**src/rtl/iris_sequencer.sv**
```systemverilog
// Sample-level controller for the Iris_net classifier: accepts one feature vector,
// runs the datapath, collects the class and guards against a hung datapath with a watchdog.
module iris_sequencer #(
  parameter int DATA_WIDTH = 8,
  parameter int TIMEOUT    = 64,
  parameter int CNT_W      = 16
) (
  input  logic                  clk,
  input  logic                  rst,
  input  logic                  s_valid,
  output logic                  s_ready,
  input  logic [DATA_WIDTH-1:0] s_x1,
  input  logic [DATA_WIDTH-1:0] s_x2,
  input  logic [DATA_WIDTH-1:0] s_x3,
  input  logic [DATA_WIDTH-1:0] s_x4,
  output logic                  nn_en,
  output logic                  nn_run,
  output logic [DATA_WIDTH-1:0] nn_x1,
  output logic [DATA_WIDTH-1:0] nn_x2,
  output logic [DATA_WIDTH-1:0] nn_x3,
  output logic [DATA_WIDTH-1:0] nn_x4,
  input  logic [1:0]            nn_yc,
  input  logic [3:0]            nn_ready,
  output logic                  m_valid,
  input  logic                  m_ready,
  output logic [1:0]            m_class,
  output logic                  m_timeout,
  output logic                  busy,
  output logic [CNT_W-1:0]      cnt_done,
  output logic [CNT_W-1:0]      cnt_tmo
);

  // state | meaning
  // IDLE  | waiting for a sample, s_ready high
  // START | first Run cycle, features already latched
  // WAIT  | datapath running, watchdog counting
  // OUT   | result presented until the consumer takes it
  typedef enum logic [1:0] {IDLE, START, WAIT, OUT} state_t;

  localparam int WC_W = $clog2(TIMEOUT);
  localparam logic [WC_W-1:0] WC_LAST = WC_W'(TIMEOUT - 1);

  state_t          state, state_nxt;
  logic [WC_W-1:0] wcnt;
  logic            accept, done, expire, deliver;

  always_ff @(posedge clk or negedge rst) begin
    if (!rst) state <= IDLE;
    else      state <= state_nxt;
  end

  always_comb begin
    state_nxt = state;
    s_ready   = 1'b0;
    nn_en     = 1'b0;
    nn_run    = 1'b0;
    m_valid   = 1'b0;
    accept    = 1'b0;
    done      = 1'b0;
    expire    = 1'b0;
    deliver   = 1'b0;
    case (state)
      IDLE: begin
        s_ready = 1'b1;
        if (s_valid) begin
          accept    = 1'b1;
          state_nxt = START;
        end
      end
      START: begin
        nn_en     = 1'b1;
        nn_run    = 1'b1;
        state_nxt = WAIT;
      end
      WAIT: begin
        nn_en  = 1'b1;
        nn_run = 1'b1;
        // first WAIT cycle ignores ready flags left over from the previous sample
        done   = (wcnt != '0) && (nn_ready == 4'hF);
        expire = !done && (wcnt == WC_LAST);
        if (done || expire) state_nxt = OUT;
      end
      OUT: begin
        m_valid = 1'b1;
        if (m_ready) begin
          deliver   = 1'b1;
          state_nxt = IDLE;
        end
      end
      default: state_nxt = IDLE;
    endcase
  end

  assign busy = (state != IDLE);

  always_ff @(posedge clk or negedge rst) begin
    if (!rst) begin
      nn_x1     <= '0;
      nn_x2     <= '0;
      nn_x3     <= '0;
      nn_x4     <= '0;
      wcnt      <= '0;
      m_class   <= 2'b00;
      m_timeout <= 1'b0;
      cnt_done  <= '0;
      cnt_tmo   <= '0;
    end else begin
      if (accept) begin
        nn_x1 <= s_x1;
        nn_x2 <= s_x2;
        nn_x3 <= s_x3;
        nn_x4 <= s_x4;
        wcnt  <= '0;
      end
      if (state == WAIT && wcnt != WC_LAST) wcnt <= wcnt + WC_W'(1);
      if (done) begin
        m_class   <= nn_yc;
        m_timeout <= 1'b0;
      end else if (expire) begin
        m_class   <= 2'b11;
        m_timeout <= 1'b1;
      end
      if (deliver) begin
        if (cnt_done != '1) cnt_done <= cnt_done + CNT_W'(1);
        if (m_timeout && cnt_tmo != '1) cnt_tmo <= cnt_tmo + CNT_W'(1);
      end
    end
  end

endmodule

```
**config.mk**
```make
export PLATFORM = sky130hd
export DESIGN_NAME = iris_sequencer
export DESIGN_NICKNAME = d
export VERILOG_FILES = /design/src/rtl/iris_sequencer.sv
export SDC_FILE = /design/constraint.sdc
export NUM_CORES = 1
export LEC_CHECK = 0
export ABC_AREA = 0
export BUFFER_PORTS_ARGS = -buffer_cell sky130_fd_sc_hd__buf_2
export CORE_UTILIZATION = 25
export CTS_CLUSTER_DIAMETER = 50
export DETAILED_ROUTE_END_ITERATION = 8
export PLACE_DENSITY = 0.43
export SYNTH_ARGS = -nofsm -noshare
export SYNTH_HDL_FRONTEND = slang
export SYNTH_SLANG_ARGS = --single-unit
```
**constraint.sdc**
```tcl
create_clock -name clk -period 6.1 [get_ports clk]
set_clock_uncertainty 0.15 [all_clocks]
set_input_delay 0 -clock clk [delete_from_list [all_inputs] [get_ports clk]]
set_output_delay 0 -clock clk [all_outputs]
set_load 0.01 [all_outputs]
```
==> run metrics, run 1 <==
Critical Path RT=6.22 ns; port buffer count=113; via count=2,771; Main synth FF type=dfrtp_1; GRT overflow=0; final WL=8.15 mm; mapped cell area=3390 µm²; Core Box Area=13,200 µm²; Post-route DRC=0; first-pass GRT wire length=13.7 mm; RSZ-0062 raised after global routing=no; die footprint=14,000 µm²; Slew Limit Fails=0; worst-skew pair later-pin latency=0.34 ns; routability cong.=0.740; chip height=119 µm; fin crit period=2.45 ns; Fin Setup TNS=0 ns; WL/cell=13.2 µm; Reg2Reg Setup Slack=3.65 ns; Root Driver=clkbuf_16; Critical Path Sink Type=flip-flop; syn_nets=330; GRT Total Usage=0.125; Detailed Routing Iterations Pass 1=4; ranking of synthesized cells by area=dfrtp_1, mux2_2, xor2_1, ha_1, nand3_1; Pleak=2.30 nW; placed cell areas=4160 µm²; maximum VDD drop=0.208 mV; most common cell in the netlist=dfrtp_1; Critical Path Start Type=flip-flop; first-iteration detailed-routing DRC count=86; reg2reg start=wcnt[0]; Worst Hold End=state[1]; TritonCTS clock tree=built; Post-synth top cells=dfrtp_1, mux2_2, nand3_1; fmax=408 MHz; FP Rows=42; final antenna-violating net count=0; Starting Density=0.256; Sink Count=75; Tightest Pin Transition=0.955 ns; top cell type's share of synthesized area=0.553; clk slew on worst S/H paths=0.06 ns; Synth area leader=dfrtp_1; ys async rst share=1.00; Fillers=1,341; CP startpoint=wcnt[0]; Antenna Diode Count=0; fin nets=487; Vias per Instance=4.48; share of cells above drive strength 1=0.397; number of setup violations in the final report=0; Syn. warnings=0; R2R Path End=state[0]; crit path DAT=2.57 ns; Post-synth EDFFs=0; R2R cell count=6; Max-cap violations=0; final number of hold-violating endpoints=0; Post-Syn Instances=281; pin count of the biggest net entering global routing=76; CP Class=flip-flop to flip-flop; DP HPWL=5.53 mm; Hold Crit Class=input pin to flip-flop; Final Cell Area=4880 µm²; Tcrit/Tclk final=0.401; Layout area overhead=43.6%; fin util=0.368; Post-CTS Resized=0; crit-path max FO=7; post-CTS setup buffers=0; CTS Buf Count=9; PD cells=418 nW/µm²; status=finished clean; Hold Path Depth=5; initial antenna violation count=0; vias in the first global route=2,751; Bufs on Longest Clock Path=2; H-tree depth=3; post-route setup slack=3.65 ns; Setup WS pre-CTS=3.81 ns; distinct cell type count after synthesis=46; hold_sp=s_valid; top-level port count=114; syn_area_per_cell=12.1 µm²; FF+latch count, synth=75; Die Wd=119 µm; Seq/Total Area, Yosys=0.553; Rel. slew slack=0.357
[worst max-delay path: stages, from the launching register on]
cell	delay, ns
dfrtp_1	0.41
ha_1	0.24
nand4_1	0.19
o21ai_1	0.45
o21ai_0	0.23
a21oi_1	0.17
dlygate4sd3_1	0.55
[area by class of cell]
cell class / instances / area (µm²) / share of cell area
well taps: 176 / 220 / 0.0452
clock inverters: 5 / 75.1 / 0.0154
multi-input cells: 188 / 1440 / 0.296
clock buffers: 11 / 253 / 0.0518
repair buffers: 153 / 966 / 0.198
flip-flops and latches: 75 / 1880 / 0.385
inverters: 11 / 41.3 / 0.00847
[where the power goes]
| group | internal [W] | switching [W] | leakage (nW) | total [W] |
|---|---|---|---|---|
| combinational | 0.000343 | 0.000334 | 1.20 | 0.000677 |
| clock | 0.000378 | 0.000206 | 0.165 | 0.000584 |
| sequential | 0.000665 | 0.000114 | 0.936 | 0.000778 |
[registers in the layout (all words and copies together) (netlist names)]
name / flops
m_class: 2
nn_x2: 8
m_timeout: 1
state: 2
cnt_tmo: 16
wcnt: 6
nn_x4: 8
nn_x1: 8
nn_x3: 8
cnt_done: 16
[per-stage QoR]
stage                     instances  hold WS [ns]  total power [W]
final                           619        0.0289          0.00204
after global routing            619        0.0294          0.00217
after CTS                       619        0.0143          0.00207
after detailed placement        564        0.0840          0.00145
after global placement          564        0.0813          0.00143
after floorplan                 281        -0.446          0.00118
[layer usage]
| metal | track usage | wire (µm) | up-vias |
|---|---|---|---|
| li1 | - | - | 1356 |
| met1 | 0.155 | 3760 | 1324 |
| met2 | 0.194 | 3770 | 79 |
| met3 | 0.0376 | 465 | 12 |
| met4 | 0.0641 | 153 | 0 |
| met5 | 0 | 0 | - |
[layout by cell type (no fill, tap or decap), drive strengths merged, types with 2 or more instances in the layout]
master	instances
or4	4
nand4	11
bufinv	2
a21oi	12
nor2b	2
buf	114
o211ai	3
and4	2
nor2	7
clkinv	3
xor2	12
o31ai	3
o21a	3
and3	3
nor4	9
a41oi	3
o22a	2
and2	2
a32o	2
nand3	17
nand2	15
ha	7
nor3	5
mux2	38
dfrtp	75
xnor2	6
inv	11
clkbuf	11
dlygate4sd3	39
o21ai	7
a31oi	4
[cell families after synthesis]
| family | Yosys count | share of synthesized area |
|---|---|---|
| simple gates | 80 | 0.135 |
| compound gates | 44 | 0.0881 |
| fa+ha+maj | 7 | 0.0258 |
| buf+inv | 18 | 0.0217 |
| mux | 39 | 0.130 |
| xor+xnor | 18 | 0.0464 |
| flops | 75 | 0.553 |
[worst max-delay path by stage]
stage              endpoint  slack (ns)  depth (start not counted)
6_report           state[0]        3.65                          6
4_1_cts            state[0]        3.64                          6
3_3_place_gp   cnt_done[12]        3.92                          5
3_5_place_dp   cnt_done[12]        3.81                          5
5_1_grt            state[0]        3.43                          6
2_1_floorplan  cnt_done[12]        3.95                          5
[timing repair]
action / in CTS / in global routing
setup endpoints to repair: 0 / 0
hold buffers: 39 / 0
endpoints found under the hold margin: 111 / 0
No activity file was read; power rests on OpenSTA's default activity.
==> run 2: changes to the inputs <==
--- a/config.mk
+++ b/config.mk
@@ -5,7 +5,7 @@
 export SDC_FILE = /design/constraint.sdc
 export NUM_CORES = 1
 export LEC_CHECK = 0
-export ABC_AREA = 0
+export ABC_AREA = 1
 export BUFFER_PORTS_ARGS = -buffer_cell sky130_fd_sc_hd__buf_2
 export CORE_UTILIZATION = 25
 export CTS_CLUSTER_DIAMETER = 50
==> constraint.sdc (replaced) <==
create_clock -name clk -period 2.3 [get_ports clk]
set_clock_uncertainty 0.15 [all_clocks]
set_input_delay 0 -clock clk [delete_from_list [all_inputs] [get_ports clk]]
set_output_delay 0 -clock clk [all_outputs]
set_load 0.01 [all_outputs]
==> run 2 against run 1 <==
Effect of this change: register-to-register slack got worse by 3.3 ns; clock power increased to 2.7 times the previous value; area after synthesis rose by 15%; non-clock buffer count grew 4; clock-buffer cell count is 1 higher; routed wire length up 26%; synthesized cell count grew 83%; core utilization shrank 1.4 points; worst setup slack got worse by 3.5 ns; power increased to 2.7 times the previous value; critical path type is now input pin to flip-flop; largest cell class unchanged; highest routed layer unchanged.
==> run metrics, run 2 <==
Rel. slew slack=0.330 (-0.0273); post-route setup slack=0.132 ns (-3.52 ns); number of setup violations in the final report=0 (unchanged); FF+latch area=1880 µm² (unchanged); die footprint=16,100 µm² (+14%); Regs by FF count=cnt_done (16), cnt_tmo (16); Tightest Pin Transition=1.00 ns (+0.0498 ns); GRT Total Usage=0.136 (+0.0113); ranking of synthesized cells by area=dfrtp_1, nand2_1, nor2_1, nand3_1, inv_1; Largest stage delay, worst path=0.57 ns (+0.02 ns); Switching Fraction=0.364 (+0.0433); Fin Setup TNS=0 ns (unchanged); FP Rows=45 (+7.1%); FF+latch count, synth=75 (unchanged); CP Class=input pin to flip-flop; Antenna Diode Count=0 (unchanged); WL/cell=11.9 µm (-10%); sequential power share=0.372 (-0.010); top-level port count=114 (unchanged); worst-path cell chain=dlygate4sd3_1, buf_2, nand2_1, dlygate4sd3_1, nor2_1, dlygate4sd3_1, nand3_1, nand2_2, nor2_1, nor2_1; PD cells=1020 nW/µm² (+140%); CTS Buf Count=9 (unchanged); syn_area_per_cell=7.58 µm² (-37%); crit-path max FO=4 (-3); Post-synth top cells=nand2_1, dfrtp_1, nor2_1; Post-Syn Instances=514 (+83%); via count=3,680 (+33%); GRT overflow=0 (unchanged); post-CTS setup buffers=0 (unchanged); first-pass GRT wire length=17.4 mm (+27%); first-iteration detailed-routing DRC count=191 (+120%); Pleak=2.84 nW (+23%); Seq/Total Area, Yosys=0.482 (-0.0710); Core Box Area=15,200 µm² (+15%); final number of hold-violating endpoints=0 (unchanged); Synth area leader=dfrtp_1; Post-synth EDFFs=0 (unchanged); multi-input logic area=1800 µm² (+25%); Setup WS pre-CTS=0.335 ns (-3.48 ns); Layout area overhead=38.2%; Vias per Instance=4.26 (-4.7%); most frequent cells in the layout=nand2_1, buf_2, dfrtp_1, dlygate4sd3_1, nor2_1; Hold Crit Class=input pin to flip-flop; maximum VDD drop=0.631 mV (+200%); Int Pwr=0.00349 W (+150%); Sink Count=75 (unchanged); ys async rst share=1.00 (unchanged); top cell type's share of synthesized area=0.482 (-0.0710); pin count of the biggest net entering global routing=76 (unchanged); Die Wd=127 µm (+7.0%); Bufs on Longest Clock Path=2 (unchanged); initial antenna violation count=0 (unchanged); clk slew on worst S/H paths=0.06 ns (about the same); share of cells above drive strength 1=0.241 (-0.156); routability cong.=0.754 (+1.9%); chip height=127 µm (+7.0%); Critical Path Sink Type=flip-flop; vias in the first global route=3,655 (+33%); fin nets=719 (+48%); Main synth FF type=dfrtp_1; Fillers=1,600 (+19%); fmax=461 MHz; TritonCTS clock tree=built; Root Driver=clkbuf_16; final antenna-violating net count=0 (unchanged); DP HPWL=6.89 mm (+25%); fin crit period=2.17 ns; Critical Path Start Type=input pin; crit path DAT=2.28 ns (-0.29 ns); H-tree depth=3 (unchanged); Max-cap violations=0 (unchanged); Slew Limit Fails=0 (unchanged); RSZ-0062 raised after global routing=no; syn_nets=563 (+71%); status=finished clean; distinct cell type count after synthesis=27 (-41%); Starting Density=0.256 (about the same); port buffer count=113 (unchanged); final WL=10.2 mm (+26%); Clk network pwr share=0.287 (about the same); mapped cell area=3890 µm² (+15%); commonest non-fill, non-tap cell in the layout=nand2_1; Comb pwr share=0.341 (+0.009); Tcrit/Tclk final=0.943; Critical Path RT=2.42 ns (-3.80 ns); Syn. warnings=0 (unchanged); Detailed Routing Iterations Pass 1=6 (+2); P_sw=0.00199 W (+200%); most common cell in the netlist=nand2_1; Crit-path slowest cell=dlygate4sd3_1; worst-skew pair later-pin latency=0.34 ns (about the same); Post-route DRC=0 (unchanged)
[run 2: path summary, 6_finish.rpt]
kind	startpoint	to	slack [ns]	cells after the start
max	nn_ready[3]	m_class[0]	0.13	10
max reg2reg	state[1]	cnt_done[7]	0.33	7
min reg2reg	nn_x2[0]	nn_x2[0]	0.33	2
max in group asynchronous	rst	cnt_done[13]	1.13	2
min in group asynchronous	rst	nn_x2[5]	0.23	2
min	nn_ready[0]	state[1]	0.03	7
[run 2: final cells by class]
class / instances / share of cell area
flip-flops and latches: 75 / 0.349
multi-input cells: 389 / 0.335
repair buffers: 157 / 0.185
clock buffers: 12 / 0.0476
well taps: 188 / 0.0437
inverters: 38 / 0.0265
clock inverters: 4 / 0.0135
[run 2: per-stage QoR]
step | std cells | util | power (W) | hold WS, ns | instance area [µm²]
floorplan | 514 | - | 0.00318 | -0.446 | 3890
global placement | 807 | 0.306 | 0.00386 | 0.0436 | 4650
detailed placement | 807 | 0.306 | 0.00388 | 0.0489 | 4650
CTS | 863 | 0.354 | 0.00556 | 0.0146 | 5380
global route | 863 | 0.354 | 0.00594 | 0.0778 | 5380
finish | 863 | 0.354 | 0.00548 | 0.0326 | 5380
[run 2: metal layers]
metal	wire [µm]	vias to the layer above	track usage
met2	4750	85	0.217
met3	618	13	0.0380
met1	4700	1682	0.171
met5	0	-	0
met4	167	0	0.0595
li1	-	1900	-
[run 2: cell families after synthesis]
| group | after synthesis | share of synthesized area |
|---|---|---|
| xor gates and xnor gates | 15 | 0.0337 |
| AOI/OAI and AO/OA | 16 | 0.0296 |
| buffers and inverters | 50 | 0.0562 |
| adders and majority gates | 7 | 0.0225 |
| DFF | 75 | 0.482 |
| and+or+nand+nor | 351 | 0.376 |
[run 2: worst max-delay path, delay by kind of cell]
kind	cells	cell delay, ns
buffers and inverters	4	1.73
and+or+nand+nor	6	0.56
[run 2: timing repair]
| item | 4_1_cts | 5_1_grt |
|---|---|---|
| endpoints found under the setup margin | 0 | 1 |
| hold buffers | 40 | 0 |
| hold endpoints to repair | 112 | 0 |
| gates resized for setup | 0 | 1 |
[run 2: power groups by stage]
| stage | Sequential (W) | Combinational, W | Clock, W |
|---|---|---|---|
| after floorplan | 0.00218 | 0.00100 | 0 |
| after global placement | 0.00204 | 0.00182 | 0 |
| after detailed placement | 0.00204 | 0.00184 | 0 |
| after CTS | 0.00204 | 0.00189 | 0.00163 |
| after global routing | 0.00211 | 0.00213 | 0.00170 |
| final | 0.00204 | 0.00187 | 0.00157 |
==> run 3: changes to the inputs <==
--- a/config.mk
+++ b/config.mk
@@ -10,7 +10,7 @@
 export CORE_UTILIZATION = 25
 export CTS_CLUSTER_DIAMETER = 50
 export DETAILED_ROUTE_END_ITERATION = 8
-export PLACE_DENSITY = 0.43
+export PLACE_DENSITY_LB_ADDON = 0.12
 export SYNTH_ARGS = -nofsm -noshare
 export SYNTH_HDL_FRONTEND = slang
 export SYNTH_SLANG_ARGS = --single-unit
==> run 3 against run 2 <==
Effect of this change: first-iteration DRC count shrank 5.8%; routed wire length rose by 2.4%; global-route usage increased by 0.49 points; clock-buffer cell count fell by 3; hold slack got worse by 0.023 ns; critical path type is now flip-flop to flip-flop; via count is 0.11% higher; die area stayed put; final cell count unchanged; fmax up 7.6%; highest routed layer unchanged; register-to-register slack worse by 0.05 ns.
==> run metrics, run 3 (synthesis results as in run 2) <==
Post-route DRC=0 (unchanged); R2R cell count=8 (+1); multi-input logic area=1800 µm² (-0.14%); top-level port count=114 (unchanged); highest metal used=met4; fin nets=719 (unchanged); Critical Path RT=2.36 ns (-0.06 ns); Sink Count=75 (unchanged); CP Class=flip-flop to flip-flop; RSZ-0062 raised after global routing=no; Worst Hold End=state[1]; Root Driver=clkbuf_16; CTS Buf Count=9 (unchanged); clk slew on worst S/H paths=0.06 ns (about the same); met1 WL=4.91 mm (+4.4%); Hold Path Depth=7 (unchanged); die footprint=16,100 µm² (unchanged); Vias per Instance=4.27 (+0.11%); post-route setup slack=0.284 ns (+0.153 ns); Starting Density=0.256 (unchanged); number of setup violations in the final report=0 (unchanged); Hold Crit Class=input pin to flip-flop; met3 WL=709 µm (+15%); first-pass GRT wire length=17.9 mm (+3.1%); share of cells above drive strength 1=0.244 (+0.00296); fin crit period=2.02 ns (-0.153 ns); pin count of the biggest net entering global routing=45 (-41%); Critical Path Start Type=flip-flop; P_sw=0.00202 W (+1.4%); DP HPWL=7.43 mm (+7.8%); Bufs on Longest Clock Path=2 (unchanged); Layout area overhead=38.0%; status=finished clean; Max-cap violations=0 (unchanged); reg2reg start=cnt_done[0]; Int Pwr=0.00343 W (-1.5%); Tcrit/Tclk final=0.876 (-0.0664); FF+latch area=1880 µm² (unchanged); crit-path max FO=21 (+17); post-CTS setup buffers=0 (unchanged); Fin Setup TNS=0 ns (unchanged); TritonCTS clock tree=built; most frequent cells in the layout=nand2_1, buf_2, dfrtp_1, nor2_1, dlygate4sd3_1; final number of hold-violating endpoints=0 (unchanged); via count=3,684 (+0.11%); initial antenna violation count=0 (unchanged); Slew Limit Fails=0 (unchanged); hold_sp=nn_ready[3]; Clk network pwr share=0.280 (-0.007); chip height=127 µm (unchanged); crit path DAT=2.08 ns (-0.20 ns); Critical Path Sink Type=flip-flop; first-iteration detailed-routing DRC count=180 (-5.8%); Rel. slew slack=0.598 (+0.268); GRT Total Usage=0.141 (+0.00488); Core Box Area=15,200 µm² (unchanged); WL/cell=12.1 µm (+2.4%); placed cell areas=4680 µm² (+0.59%); Switching Fraction=0.371 (+0.00669); final antenna-violating net count=0 (unchanged); GRT overflow=0 (unchanged); port buffer count=113 (unchanged); Regs by FF count=cnt_done (16), cnt_tmo (16); R2R Path End=cnt_done[7]; vias in the first global route=3,704 (+1.3%); PD cells=1010 nW/µm² (-0.27%); fin util=0.354 (-0.000493); Final Cell Area=5380 µm² (-0.14%); Detailed Routing Iterations Pass 1=6 (unchanged); FP Rows=45 (unchanged); Post-CTS Resized=0 (unchanged); fmax=496 MHz (+7.6%); Tightest Pin Transition=0.602 ns (-0.403 ns); Antenna Diode Count=0 (unchanged); final WL=10.5 mm (+2.4%); H-tree depth=3 (unchanged); Setup WS pre-CTS=0.295 ns (-0.0392 ns); Fillers=1,649 (+3.1%); met2 WL=4.72 mm (-0.63%); Reg2Reg Setup Slack=0.28 ns (-0.05 ns); Min Hold Slack=0.00988 ns (-0.0228 ns); Comb pwr share=0.345 (+0.004); maximum VDD drop=0.488 mV (-23%); Pleak=2.84 nW (about the same); Die Wd=127 µm (unchanged); commonest non-fill, non-tap cell in the layout=nand2_1; routability cong.=0.774 (+2.6%); worst-skew pair later-pin latency=0.34 ns (about the same); sequential power share=0.374 (+0.002); CTS Hold Buffers Added=38 (-5.0%)
==> run 3: worst max-delay path by stage <==
stage / start / endpoint / slack [ns]
global route: cnt_done[0] / cnt_done[7] / 0.12
finish: cnt_done[0] / cnt_done[7] / 0.28
CTS: cnt_done[0] / cnt_done[7] / 0.27
global placement: state[0] / cnt_done[7] / 0.35
detailed placement: cnt_done[0] / cnt_done[7] / 0.30
floorplan: cnt_done[0] / cnt_done[4] / 0.62
==> run 3: worst max-delay path: stages (launching register included) <==
cell	delay [ns]
dfrtp_1	0.45
ha_1	0.24
nand2_1	0.08
nor2_2	0.12
nand3_2	0.13
nand2_4	0.14
nand2_2	0.32
nand2_1	0.20
o21ai_2	0.06
==> run 3: cell type report <==
type,instances,area share
sequential,75,0.349
tap,188,0.0438
clock buffer,9,0.0419
inverter,38,0.0265
clock inverter,7,0.0170
multi-input combinational,389,0.335
timing repair buffer,157,0.187
==> run 3: stage by stage <==
step,cells,total power [W]
floorplan,514,0.00318
global placement,809,0.00389
detailed placement,809,0.00391
CTS,863,0.00557
global route,863,0.00591
finish,863,0.00546
==> run 3: power by group through the flow <==
stage / combinational (W) / sequential (W) / clock, W
final: 0.00189 / 0.00204 / 0.00153
after global routing: 0.00215 / 0.00211 / 0.00165
after CTS: 0.00193 / 0.00204 / 0.00160
after detailed placement: 0.00187 / 0.00205 / 0
after global placement: 0.00185 / 0.00205 / 0
after floorplan: 0.00100 / 0.00218 / 0
==> run 3: per-layer routing <==
layer | track usage | up-vias
li1 | - | 1902
met1 | 0.179 | 1672
met2 | 0.222 | 97
met3 | 0.0544 | 13
met4 | 0.0399 | 0
met5 | 0 | -
